===== src/rtl/nack_wrr_pkt_arbiter_if.sv =====
// Request fan-in bundle between NACK requesters and the weighted round-robin arbiter.
interface nack_wrr_pkt_arbiter_if #(
   parameter int unsigned N  = 16,
   parameter int unsigned WW = 4,
   parameter int unsigned IW = $clog2(N)
);
   logic [N-1:0]    req;
   logic [N-1:0]    last;
   logic [N*WW-1:0] weight;
   logic            out_ready;
   logic [N-1:0]    grant;
   logic [IW-1:0]   grant_idx;
   logic            grant_valid;

   modport master (
      output req, last, weight, out_ready,
      input  grant, grant_idx, grant_valid
   );

   modport slave (
      input  req, last, weight, out_ready,
      output grant, grant_idx, grant_valid
   );
endinterface


===== src/rtl/nack_wrr_pkt_arbiter.sv =====
// Weighted round-robin packet arbiter: zero-latency grant, packet locking,
// per-requester packet credits and a valid/ready handshake downstream.
module nack_wrr_pkt_arbiter #(
   parameter  int unsigned N  = 16,
   parameter  int unsigned WW = 4,
   localparam int unsigned IW = $clog2(N)
) (
   input logic                clk,
   input logic                rst,
   nack_wrr_pkt_arbiter_if.slave bus
);

   typedef enum logic {ST_OPEN, ST_LOCKED} state_e;

   state_e          state_q, state_d;
   logic [IW-1:0]   ptr_q, ptr_d;
   logic [WW-1:0]   credit_q, credit_d;
   logic [IW-1:0]   lock_idx_q, lock_idx_d;

   logic            scan_hit;
   logic [IW-1:0]   scan_idx;
   logic [IW-1:0]   sel;
   logic [N-1:0]    grant_c;
   logic [IW-1:0]   grant_idx_c;
   logic            grant_valid_c;
   logic            xfer;
   logic [WW:0]     used;
   logic [WW:0]     w_eff;
   logic [WW-1:0]   w_sel;

   // First requester at or after ptr, wrapping through N-1 back to 0.
   always_comb begin : sel_scan
      int unsigned j;
      scan_hit = 1'b0;
      scan_idx = '0;
      j        = 0;
      for (int unsigned k = 0; k < N; k++) begin
         j = 32'(ptr_q) + k;
         if (j >= N) j = j - N;
         if (!scan_hit && bus.req[IW'(j)]) begin
            scan_hit = 1'b1;
            scan_idx = IW'(j);
         end
      end
   end

   // State register
   always_ff @(posedge clk) begin
      if (rst) begin
         state_q    <= ST_OPEN;
         ptr_q      <= '0;
         credit_q   <= '0;
         lock_idx_q <= '0;
      end else begin
         state_q    <= state_d;
         ptr_q      <= ptr_d;
         credit_q   <= credit_d;
         lock_idx_q <= lock_idx_d;
      end
   end

   // Output logic
   always_comb begin
      sel           = '0;
      grant_c       = '0;
      grant_idx_c   = '0;
      grant_valid_c = 1'b0;
      if (!rst) begin
         if (state_q == ST_LOCKED) begin
            sel                 = lock_idx_q;
            grant_c[lock_idx_q] = 1'b1;
            grant_idx_c         = lock_idx_q;
            grant_valid_c       = bus.req[lock_idx_q];
         end else if (scan_hit) begin
            sel               = scan_idx;
            grant_c[scan_idx] = 1'b1;
            grant_idx_c       = scan_idx;
            grant_valid_c     = 1'b1;
         end
      end
   end

   assign bus.grant       = grant_c;
   assign bus.grant_idx   = grant_idx_c;
   assign bus.grant_valid = grant_valid_c;

   // Next-state logic; a turn change (sel != ptr) discards the old owner's credit.
   always_comb begin
      state_d    = state_q;
      ptr_d      = ptr_q;
      credit_d   = credit_q;
      lock_idx_d = lock_idx_q;
      xfer       = grant_valid_c & bus.out_ready;
      used       = (sel == ptr_q) ? ({1'b0, credit_q} + 1'b1) : (WW+1)'(1);
      w_sel      = bus.weight[32'(sel)*WW +: WW];
      w_eff      = (w_sel == '0) ? (WW+1)'(1) : {1'b0, w_sel};
      if (xfer) begin
         if (!bus.last[sel]) begin
            state_d    = ST_LOCKED;
            lock_idx_d = sel;
         end else begin
            state_d = ST_OPEN;
            if (used >= w_eff) begin
               ptr_d    = (sel == IW'(N-1)) ? '0 : sel + 1'b1;
               credit_d = '0;
            end else begin
               ptr_d    = sel;
               credit_d = used[WW-1:0];
            end
         end
      end
   end

endmodule


===== src/flat_wrapper.sv =====
// flat-port wrapper written by rule: the top's interface ports become plain ports
module nack_wrr_pkt_arbiter_flat 
#(
   parameter  int unsigned N  = 16,
   parameter  int unsigned WW = 4,
   localparam int unsigned IW = $clog2(N)
)
  (clk, rst, bus_req, bus_last, bus_weight, bus_out_ready, bus_grant, bus_grant_idx, bus_grant_valid);
  nack_wrr_pkt_arbiter_if #(.N(N), .WW(WW)) bus_i ();
  input logic clk;
  input logic rst;
  input wire logic [$bits(bus_i.req)-1:0] bus_req;
  input wire logic [$bits(bus_i.last)-1:0] bus_last;
  input wire logic [$bits(bus_i.weight)-1:0] bus_weight;
  input wire logic [$bits(bus_i.out_ready)-1:0] bus_out_ready;
  output wire logic [$bits(bus_i.grant)-1:0] bus_grant;
  output wire logic [$bits(bus_i.grant_idx)-1:0] bus_grant_idx;
  output wire logic [$bits(bus_i.grant_valid)-1:0] bus_grant_valid;
  assign bus_i.req = bus_req;
  assign bus_i.last = bus_last;
  assign bus_i.weight = bus_weight;
  assign bus_i.out_ready = bus_out_ready;
  assign bus_grant = bus_i.grant;
  assign bus_grant_idx = bus_i.grant_idx;
  assign bus_grant_valid = bus_i.grant_valid;
  nack_wrr_pkt_arbiter #(.N(N), .WW(WW)) u_core (.clk(clk), .rst(rst), .bus(bus_i));
endmodule

===== config.mk =====
export PLATFORM = sky130hd
export DESIGN_NAME = nack_wrr_pkt_arbiter_flat
export DESIGN_NICKNAME = d
export VERILOG_FILES = /design/src/rtl/nack_wrr_pkt_arbiter_if.sv /design/src/rtl/nack_wrr_pkt_arbiter.sv /design/src/flat_wrapper.sv
export SDC_FILE = /design/constraint.sdc
export NUM_CORES = 1
export LEC_CHECK = 0
export CORE_AREA = 2 2 118 86
export DETAILED_ROUTE_END_ITERATION = 16
export DIE_AREA = 0 0 120 88
export GPL_ROUTABILITY_DRIVEN = 0
export PLACE_DENSITY = 0.82
export SLEW_MARGIN = 10
export SYNTH_ARGS = -nofsm -noshare
export SYNTH_HDL_FRONTEND = slang
export SYNTH_SLANG_ARGS = --single-unit

===== constraint.sdc =====
create_clock -name clk -period 9.85 [get_ports clk]
set_clock_uncertainty 0.05 [all_clocks]
set_input_delay 2.4625 -clock clk [delete_from_list [all_inputs] [get_ports clk]]
set_output_delay 2.4625 -clock clk [all_outputs]
set_load 0.02 [all_outputs]

* Word-level counts from Yosys, hierarchy flattened
Index checks and enable logic that the tools add are counted.
** Cells by class
- Magnitude comparators :: 38
- Reductions and logical operators :: 35
- Divide/modulo/power cells :: 0
- Eq/ne operators :: 2
- Mux-type cells :: 103
- $mul :: 0
- Bitwise gates (word level) :: 2
- Shift-type cells :: 1
- $add $sub $neg :: 33
** Operators by type and width (count)
- 4-bit two-way mux :: 39
- 4-bit by 5-bit less-than comparator with 1-bit output (second input constant) :: 19
- 5-bit >= comparator (second input constant) :: 15
- 1-bit binary-select mux with 4-bit select :: 18
- 64-bit by 7-bit variable part select with 4-bit output :: 1
- 4-bit by 1-bit subtractor with 4-bit output (second input constant) :: 16
- 16-bit two-way mux :: 3
- 4-bit by 4-bit adder with 5-bit output (second input constant) :: 8
- 1-bit two-way mux :: 40
- 4-bit by 3-bit adder with 5-bit output (second input constant) :: 4
- 1-bit logical AND :: 17
- 1-bit logical NOT :: 15
- 4-bit by 1-bit adder with 5-bit output (second input constant) :: 2
- 4-bit by 2-bit adder with 5-bit output (second input constant) :: 2
- 1-bit demux with 4-bit select :: 2
- 4-bit by 1-bit >= comparator with 1-bit output (second input constant) :: 2
- 4-bit by 5-bit >= comparator with 1-bit output (second input constant) :: 1
- 5-bit >= comparator :: 1
- 5-bit two-way mux :: 1
- 4-bit by 1-bit adder with 4-bit output (second input constant) :: 1
- 4-bit equality test :: 1
- 4-bit equality test (second input constant) :: 1
- 4-bit logical NOT :: 1
- 2-bit AND reduction :: 2
- other kinds (2) :: 2
** Storage, ports and cells
- Output and inout port bits :: 21
- Memories :: 0
- Logic and storage cells :: 218
- Flip-flop bits (word level) :: 13
- Bits in latches :: 0
- Memory bits (read-only) :: 0
- Memory bits (writable) :: 0
- Input port bits :: 99

* Depth between registers and ports, before layout
Gate-level depths: netlist of run 1.
- Depth after elaboration :: 58
- Gate-level depth with buffers :: 33
- Depth with buffers taken out :: 26

* Worst setup path after synthesis of run 1
OpenSTA, ideal clock, no wires.
- Kind :: input to output
- Start :: in bus_req[6]
- End :: out bus_grant[7]
- Stages on the path :: 11
- Path slack :: 1.765 ns
- Path buffers :: 0
- Arrival time :: 5.573 ns
- Data required time :: 7.338 ns
- Cell sequence :: mux4_2 -> mux4_2 -> a2111o_1 -> nor4_2 -> nand4_1 -> a211oi_1 -> and3b_1 -> nor3_1 -> a32oi_1 -> or2_2 -> inv_1
** Between the ends
- Cells in the longest elaborated chain, start to end :: 55
- Elaborated cells on any way between the ends :: 102
- Classes of those cells :: order compare (2); mux (69); reduce/logical (31)
** RTL lines
- from (decl) :: RTL line flat_wrapper.sv:12 : input wire logic [$bits(bus_i.req)-1:0] bus_req;
- 1-bit binary-select mux with 4-bit select :: RTL line nack_wrr_pkt_arbiter.sv:40 : if (!scan_hit && bus.req[IW'(j)]) begin
- 1-bit two-way mux (not written as such) :: RTL line nack_wrr_pkt_arbiter.sv:40
- 1-bit two-way mux :: RTL line nack_wrr_pkt_arbiter.sv:40
- 1-bit logical NOT :: RTL line nack_wrr_pkt_arbiter.sv:40
- 1-bit logical AND :: RTL line nack_wrr_pkt_arbiter.sv:40
- 1-bit two-way mux :: RTL line nack_wrr_pkt_arbiter.sv:40
- 1-bit logical NOT :: RTL line nack_wrr_pkt_arbiter.sv:40
- 1-bit logical AND :: RTL line nack_wrr_pkt_arbiter.sv:40
- (+39 left out)
- 4-bit two-way mux :: RTL line nack_wrr_pkt_arbiter.sv:40
- 4-bit by 5-bit less-than comparator with 1-bit output (not written as such) / 4-bit by 1-bit >= comparator with 1-bit output (equally long branches) :: RTL line nack_wrr_pkt_arbiter.sv:76 : grant_c[scan_idx] = 1'b1;
- 1-bit logical AND (not written as such) :: RTL line nack_wrr_pkt_arbiter.sv:76
- 1-bit two-way mux (not written as such) :: RTL line nack_wrr_pkt_arbiter.sv:76
- 1-bit demux with 4-bit select
- 16-bit two-way mux (*) :: RTL line nack_wrr_pkt_arbiter.sv:74 : end else if (scan_hit) begin
- 16-bit two-way mux (*) :: RTL line nack_wrr_pkt_arbiter.sv:69 : if (state_q == ST_LOCKED) begin
- 16-bit two-way mux (*) :: RTL line nack_wrr_pkt_arbiter.sv:68 : if (!rst) begin
- to (decl) :: RTL line flat_wrapper.sv:16 : output wire logic [$bits(bus_i.grant)-1:0] bus_grant;
Every way passes the cells marked *; elsewhere a longest branch is shown, timed or not. The select of a mux whose other input is x is not followed.

* Final worst setup path of run 1
- Start :: in bus_req[5]
- End :: out bus_grant[7]
Same word-level chain as after synthesis.

==> summary.md, run 1 <==
| Metric | Value |
|---|---|
| Status | `finished, final reports clean` |
| CP required | `around 7.3 ns` |
| Remaining Overflow, GRT | `0` |
| WHS Path Cells | `2` |
| Met1 Use GR | `0.4355` |
| DR DRC count | `0` |
| Die Ht | `88 microns` |
| Row count | `30` |
| CTS root buf | `clkbuf_16` |
| Layout fillers | `between 700 and 800` |
| H-tree depth | `1` |
| Clk buf depth | `2` |
| Clk slew on worst S/H paths | `0.05 ns` |
| Largest net degree at the start of global routing | `44` |
| Commonest non-fill, non-tap cell in the layout | `clkdlybuf4s50_1` |
| Vias in the first global route | `4,974` |
| Post-synth top area cell | `mux2i_1` |
| CTS Hold Bufs | `0` |
| Post-Synth Adder-Cell Area | `0.03392` |
| TritonCTS clock tree | `yes` |
| First-pass GRT wire length | `between 20,000 and 30,000 microns` |
| GRT Total Usage | `0.3040` |
| Die Area | `approximately 11,000 sq um` |
| Min-delay src | `u_core.credit_q[1]` |
| Type of the worst min-delay path | `reg2reg` |
| CTS Buf Count | `3` |
| Max cap viols | `0` |
| Register area share after synthesis | `0.05428` |
| Yosys top cell area share | `0.2004` |
| Reg2reg path depth | `24` |
| Syn Area/Cell | `around 8.5 sq um` |
| Post-synthesis simple-gate area fraction | `0.1994` |
| Finished Layout Cells | `about 800` |
| Vias | `between 5,000 and 6,000` |
| Setup Viol. Count Final | `0` |
| Crit path DAT | `7.23 ns` |
| Count of cell types in the netlist | `between 80 and 90` |
| Crit path kind | `in2out` |
| Num Clock Sinks | `13` |
| Final instance area | `6206 sq um` |
| EDFF count, synth | `0` |
| Worst-path cell chain | `clkdlybuf4s50_1 -> mux4_2 -> mux4_2 -> nor4b_2 -> buf_4 -> nand3_1 -> o311ai_1 -> nor3_1 -> o21bai_1 -> nor2b_1 -> a32oi_1 -> or2_2 -> inv_1 -> clkdlybuf4s50_1` |
| Mux cell area share after synthesis | `0.4094` |
| Tightest Pin Transition | `about 0.84 ns` |
| Power density over the cells | `~140 nW/um^2` |
| Worst r2r src | `u_core.ptr_q[1]` |
| Initial antenna violation count | `0` |
| Ys flop type | `dfxtp_1` |
| Netlist Area Pre-Place | `~4800 sq um` |
| Vias per inst | `around 6.7` |
| Fin. Hold Viols | `0` |
| IO buf count | `119` |
| Routed WL | `16,620 microns` |
| Cells after Synth | `565` |
| Worst setup EP type | `output port` |
| RSZ-0062 raised after global routing | `yes` |
| Worst slew margin | `0.4211` |
| Period minus WS final | `roughly 9.7 ns` |
| Area delta synth->final | `29.44%` |
| Grt peak-use layer | `met2` |
| Max Freq | `slightly above 100 MHz` |
| #FFs+latches synth | `13` |
| Hold Crit Endpoint | `u_core.credit_q[1]` |
| R2R Setup Slk | `2.23 ns` |
| DR iter-0 viols | `around 650` |
| Largest family of logic cells by synthesized area | `multiplexers` |
| Reg2reg end | `u_core.ptr_q[0]` |
| Final core occ | `0.6587` |
| Max Slew Vio Count | `0` |
| Routed WL per cell | `20.75 microns` |
| Clock latency on the worst-skew pair | `~0.25 ns` |
| Diode count | `0` |
| Synth Area in XOR/XNOR | `0.03210` |
| # placed instances | `~800` |
| Final nets | `786` |
| Commonest cells after routing, fill and taps aside | `clkdlybuf4s50_1 (119), mux2i_1 (96), nor2_1 (49), nand2_1 (38), mux4_2 (34)` |
| Post-DP Area | `~6100 sq um` |
| DR pass1 iterations | `6` |
| Core area | `around 9400 sq um` |
| Max incr delay on CP | `between 0.6 and 0.7 ns` |
| Tcrit/Tclk final | `0.9893` |
| Leak Pwr | `2.173 nW` |
| CP Launch Type | `input port` |
| Pwr Total | `0.0008486 W` |
| Max rail drop VDD | `around 0.00015 V` |
| Synth warn | `0` |
| Layout cell share with drive strength beyond 1 | `0.1530` |
| Peak fanout along the critical path | `11` |
| Async S/R FF share, synth | `0` |
| Number of routed nets with antenna violations | `0` |
| Synth Area in Compound Gates | `0.2169` |
| I/O Pins | `120` |
| Largest cells by area after synthesis | `mux2i_1 (20%), mux4_2 (16%), dfxtp_1 (5.4%)` |
| Met3 global-route usage | `0.08138` |
| Die Width | `120 microns` |
| Synthesized Nets | `around 680` |
| Initial core utilization | `0.5089` |
| Setup total negative slack | `0 ns` |
| HPWL Detailed | `13,160 microns` |
| Max stage delay cell, worst path | `mux4_2` |
| Met2 Usage GRT | `0.4721` |
-- layout make-up --
class                      count  area, sq um  area share
multi-input combinational    497         4284      0.6903
clock buffer                   3        75.07     0.01210
timing repair buffer         137         1339      0.2157
sequential                    13        260.3     0.04194
inverter                      22        82.58     0.01331
clock inverter                 1        5.005   0.0008065
tap                          128        160.2     0.02581
-- report_power, final --
group | switching [W] | internal (W)
clock network | 0.0000251 | 0.0000542
registers | 0.0000112 | 0.0000578
logic | 0.000397 | 0.000303
total | 0.000433 | 0.000415
-- synth_stat cells, types with 6 or more instances --
master / number
nand3_1: 10
ha_1: 13
nor2_1: 50
xnor2_1: 6
a22oi_1: 15
o21ai_0: 12
buf_4: 7
nand2_1: 38
dfxtp_1: 13
a21oi_1: 20
mux2i_1: 96
a211oi_1: 11
inv_1: 17
o211ai_1: 9
mux2_2: 19
nor2b_1: 7
xor2_1: 6
mux4_2: 34
buf_2: 9
and2_1: 8
nor3_1: 14
nand2b_1: 12
clkbuf_1: 14
-- kinds of logic (layout without fill, tap and decap cells) --
| kind of cell | count (synthesis) | in the layout |
|---|---|---|
| DFF | 13 | 13 |
| AOI/OAI and AO/OA | 138 | 138 |
| xor gates and xnor gates | 15 | 15 |
| and+or+nand+nor | 180 | 180 |
| buffers and inverters | 55 | 163 |
| muxes | 151 | 151 |
| adders and majority gates | 13 | 13 |
-- through the flow --
stage	hold slack, ns	setup slack (ns)
floorplan	0.4121	1.765
global placement	0.4285	0.4150
detailed placement	0.4412	0.2594
CTS	0.4499	0.2227
global route	0.4570	-0.03437
finish	0.4501	0.1058
-- worst max-delay path: cells and delay by family --
kind | cells | cell delay (ns)
AOI/OAI and AO/OA | 3 | 0.91
buffers and inverters | 4 | 1.41
muxes | 2 | 1.22
and+or+nand+nor | 5 | 1.23
-- worst max-delay path by stage --
stage                            from      endpoint  cells after the start
after CTS                  bus_req[7]  bus_grant[7]                     13
after floorplan            bus_req[6]  bus_grant[7]                     11
after global placement    bus_req[13]  bus_grant[7]                     12
final                      bus_req[5]  bus_grant[7]                     14
after global routing       bus_req[6]  bus_grant[7]                     14
after detailed placement   bus_req[7]  bus_grant[7]                     13
-- state kept, by name (all words and copies together) (netlist names) --
signal             cells
u_core.credit_q        4
u_core.ptr_q           4
u_core.state_q         1
u_core.lock_idx_q      4
-- layer usage --
| metal | vias to the layer above | share of wire |
|---|---|---|
| li1 | 2443 | - |
| met1 | 2535 | 0.42 |
| met2 | 331 | 0.45 |
| met3 | 23 | 0.12 |
| met4 | 0 | 0.011 |
| met5 | - | 0 |
-- timing repair --
action                     4_1_cts  5_1_grt
hold endpoints to repair         0        0
setup endpoints to repair        0        5
buffers inserted                 0        1
resized for setup                0        3
Power figures use the tool's default switching activity.
==> inputs of run 2 (changes only) <==
--- a/config.mk
+++ b/config.mk
@@ -5,11 +5,13 @@
 export SDC_FILE = /design/constraint.sdc
 export NUM_CORES = 1
 export LEC_CHECK = 0
-export CORE_AREA = 2 2 118 86
+export CELL_PAD_IN_SITES_DETAIL_PLACEMENT = 1
+export CELL_PAD_IN_SITES_GLOBAL_PLACEMENT = 2
+export CORE_AREA = 2 2 155 111
 export DETAILED_ROUTE_END_ITERATION = 16
-export DIE_AREA = 0 0 120 88
+export DIE_AREA = 0 0 157 113
 export GPL_ROUTABILITY_DRIVEN = 0
-export PLACE_DENSITY = 0.82
+export PLACE_DENSITY_LB_ADDON = 0.1
 export SLEW_MARGIN = 10
 export SYNTH_ARGS = -nofsm -noshare
 export SYNTH_HDL_FRONTEND = slang
==> run 2 against run 1 <==
Sequential cell count unchanged. Global-route usage down 7.5 points. Cell area up 4.1%. Via count fell by 0.47%. Highest routed layer unchanged. Critical path type unchanged. Worst hold slack gained 0.0095 ns. Register-to-register slack got worse by 0.52 ns. Sequential power rose by 0.9%. Wire length increased by 23%. Non-clock buffer count increased by 15. Critical endpoint unchanged. Combinational power is 6.3% higher. Largest power group unchanged. Clock power decreased by 0.9%. Sequential share of layout area shrank 0.17 points.
==> summary.md, run 2 (synthesized netlist as in run 1, its figures left out) <==
| Metric | Value |
|---|---|
| Max cap viols | `0 (unchanged)` |
| Die Width | `157 microns (+31%)` |
| Power density over the cells | `138.0 nW/um^2 (+0.92%)` |
| H-tree depth | `1 (unchanged)` |
| Internal | `0.0004367 W (+5.2%)` |
| Type of the worst min-delay path | `reg2reg` |
| Sw power | `0.0004550 W (+5.0%)` |
| Layout fillers | `1,907 (+150%)` |
| Period minus WS final | `9.621 ns (-0.1237 ns)` |
| First-pass GRT wire length | `31,760 microns (+23%)` |
| Remaining Overflow, GRT | `0 (unchanged)` |
| IO buf count | `119 (unchanged)` |
| CP Buf/Inv Count | `4 (unchanged)` |
| RSZ-0062 raised after global routing | `no` |
| Setup total negative slack | `0 ns (unchanged)` |
| CP required | `7.34 ns (about the same)` |
| Tightest Pin Transition | `0.8614 ns (+0.01719 ns)` |
| DR DRC count | `0 (unchanged)` |
| Reg power frac | `0.078 (-0.003)` |
| Row count | `39 (+30%)` |
| Max incr delay on CP | `0.62 ns (about the same)` |
| Num Clock Sinks | `13 (unchanged)` |
| Clock latency on the worst-skew pair | `0.24 ns (about the same)` |
| CTS root buf | `clkbuf_16` |
| Max Freq | `103.9 MHz (+1.3%)` |
| Die Area | `17,740 sq um (+68%)` |
| Status | `finished, final reports clean` |
| Combinational power share | `0.834 (+0.009)` |
| Crit-path leading delay family | `buffers and inverters` |
| HPWL Detailed | `16,900 microns (+28%)` |
| Final nets | `801 (+1.9%)` |
| Worst slack at placement | `0.1153 ns (-0.1441 ns)` |
| Worst slew margin | `0.4093 (-0.01179)` |
| Routed WL | `20,460 microns (+23%)` |
| Crit path DAT | `7.11 ns (-0.12 ns)` |
| Worst-path cell chain | `clkdlybuf4s50_1 -> mux4_2 -> mux4_2 -> a2111o_1 -> nor3_1 -> nand4_1 -> buf_4 -> o211a_1 -> o21ai_1 -> nor2b_1 -> a32oi_1 -> or2_2 -> inv_1 -> clkdlybuf4s50_1` |
| Tcrit/Tclk final | `0.9767 (-0.01256)` |
| CTS Buf Count | `3 (unchanged)` |
| Clk buf depth | `2 (unchanged)` |
| Vias | `5,307 (-0.47%)` |
| Routed WL per cell | `22.41 microns (+8.0%)` |
| Largest net degree at the start of global routing | `44 (unchanged)` |
| Number of routed nets with antenna violations | `0 (unchanged)` |
| Final setup margin | `0.2295 ns (+0.1237 ns)` |
| Clk pwr share | `0.088 (-0.005)` |
| Leak Pwr | `2.248 nW (+3.5%)` |
| Switching share of power | `0.5102 (-0.0005708)` |
| Die Ht | `113 microns (+28%)` |
| CP Launch Type | `input port` |
| GRT Total Usage | `0.2292 (-0.07473)` |
| Initial antenna violation count | `0 (unchanged)` |
| Core area | `16,150 sq um (+71%)` |
| Max Slew Vio Count | `0 (unchanged)` |
| CTS Hold Bufs | `0 (unchanged)` |
| Commonest non-fill, non-tap cell in the layout | `clkdlybuf4s50_1` |
| Max rail drop VDD | `0.00007145 V (-52%)` |
| Peak fanout along the critical path | `7 (-4)` |
| Vias per inst | `5.813 (-13%)` |
| Vias in the first global route | `5,357 (+7.7%)` |
| Commonest cells after routing, fill and taps aside | `clkdlybuf4s50_1 (119), mux2i_1 (96), nor2_1 (50), nand2_1 (38), mux4_2 (34)` |
| Clk slew on worst S/H paths | `0.05 ns (about the same)` |
| Fin. Hold Viols | `0 (unchanged)` |
| DR iter-0 viols | `330 (-49%)` |
| Setup Viol. Count Final | `0 (unchanged)` |
| Max stage delay cell, worst path | `clkdlybuf4s50_1` |
| TritonCTS clock tree | `yes` |
| Layout cell share with drive strength beyond 1 | `0.1773 (+0.02428)` |
| I/O Pins | `120 (unchanged)` |
| Top Registers | `u_core.credit_q: 4 flops, u_core.lock_idx_q: 4 flops, u_core.ptr_q: 4 flops` |
| R2R Setup Slk | `1.71 ns (-0.52 ns)` |
| Initial core utilization | `0.2968 (-0.2121)` |
| Area delta synth->final | `34.79%` |
| Diode count | `0 (unchanged)` |
| DR pass1 iterations | `4 (-2)` |
| Worst setup EP type | `output port` |
| Crit path kind | `in2out` |
run 2: path summary, 6_finish.rpt:
path,from,end,depth (start not counted)
worst min-delay path,u_core.lock_idx_q[3],u_core.lock_idx_q[3],2
worst max register to register,u_core.ptr_q[1],u_core.ptr_q[0],28
worst min register to register,u_core.lock_idx_q[3],u_core.lock_idx_q[3],2
worst max-delay path,bus_req[3],bus_grant[7],14
run 2: what timing repair did:
item                       CTS  global route
setup endpoints to repair    0            10
setup buffers                0             3
hold endpoints to repair     0             0
gates resized for setup      0             9
run 2: worst min-delay path, delay by kind of cell, from the launching register on:
kind / cells / cell delay (ns)
AND/OR/NAND/NOR: 1 / 0.07
AO/OA/AOI/OAI: 1 / 0.05
flip-flops: 1 / 0.33
run 2: area by class of cell:
class | count | area, sq um | share of cell area
timing repair buffer | 152 | 1451 | 0.2246
clock buffer | 4 | 78.83 | 0.01220
inverter | 22 | 82.58 | 0.01278
tap | 225 | 281.5 | 0.04356
sequential | 13 | 260.3 | 0.04027
multi-input combinational | 497 | 4308 | 0.6666
run 2: metal layers:
metal | up-vias | track usage | part of all wire
met4 | 0 | 0.01774 | 0.0052
met5 | - | 0 | 0
met2 | 174 | 0.3389 | 0.43
li1 | 2474 | - | -
met3 | 10 | 0.03217 | 0.054
met1 | 2649 | 0.3631 | 0.51
run 2: through the flow:
stage | util | power [W] | hold WS, ns | instance area [sq um] | instances
4_1_cts | 0.3967 | 0.0008812 | 0.4596 | 6407 | 910
3_3_place_gp | 0.3918 | 0.0007873 | 0.4352 | 6329 | 906
6_report | 0.4001 | 0.0008918 | 0.4597 | 6462 | 913
2_1_floorplan | - | 0.0005444 | 0.4121 | 4795 | 565
5_1_grt | 0.4001 | 0.0009571 | 0.4991 | 6462 | 913
3_5_place_dp | 0.3918 | 0.0007969 | 0.4525 | 6329 | 906
run 2: power by group through the flow:
stage | combinational, W | sequential [W] | clock [W]
final | 0.000744 | 0.0000696 | 0.0000786
after global routing | 0.000802 | 0.0000706 | 0.0000844
after CTS | 0.000731 | 0.0000691 | 0.0000814
after detailed placement | 0.000727 | 0.0000703 | 0
after global placement | 0.000717 | 0.0000700 | 0
after floorplan | 0.000482 | 0.0000628 | 0
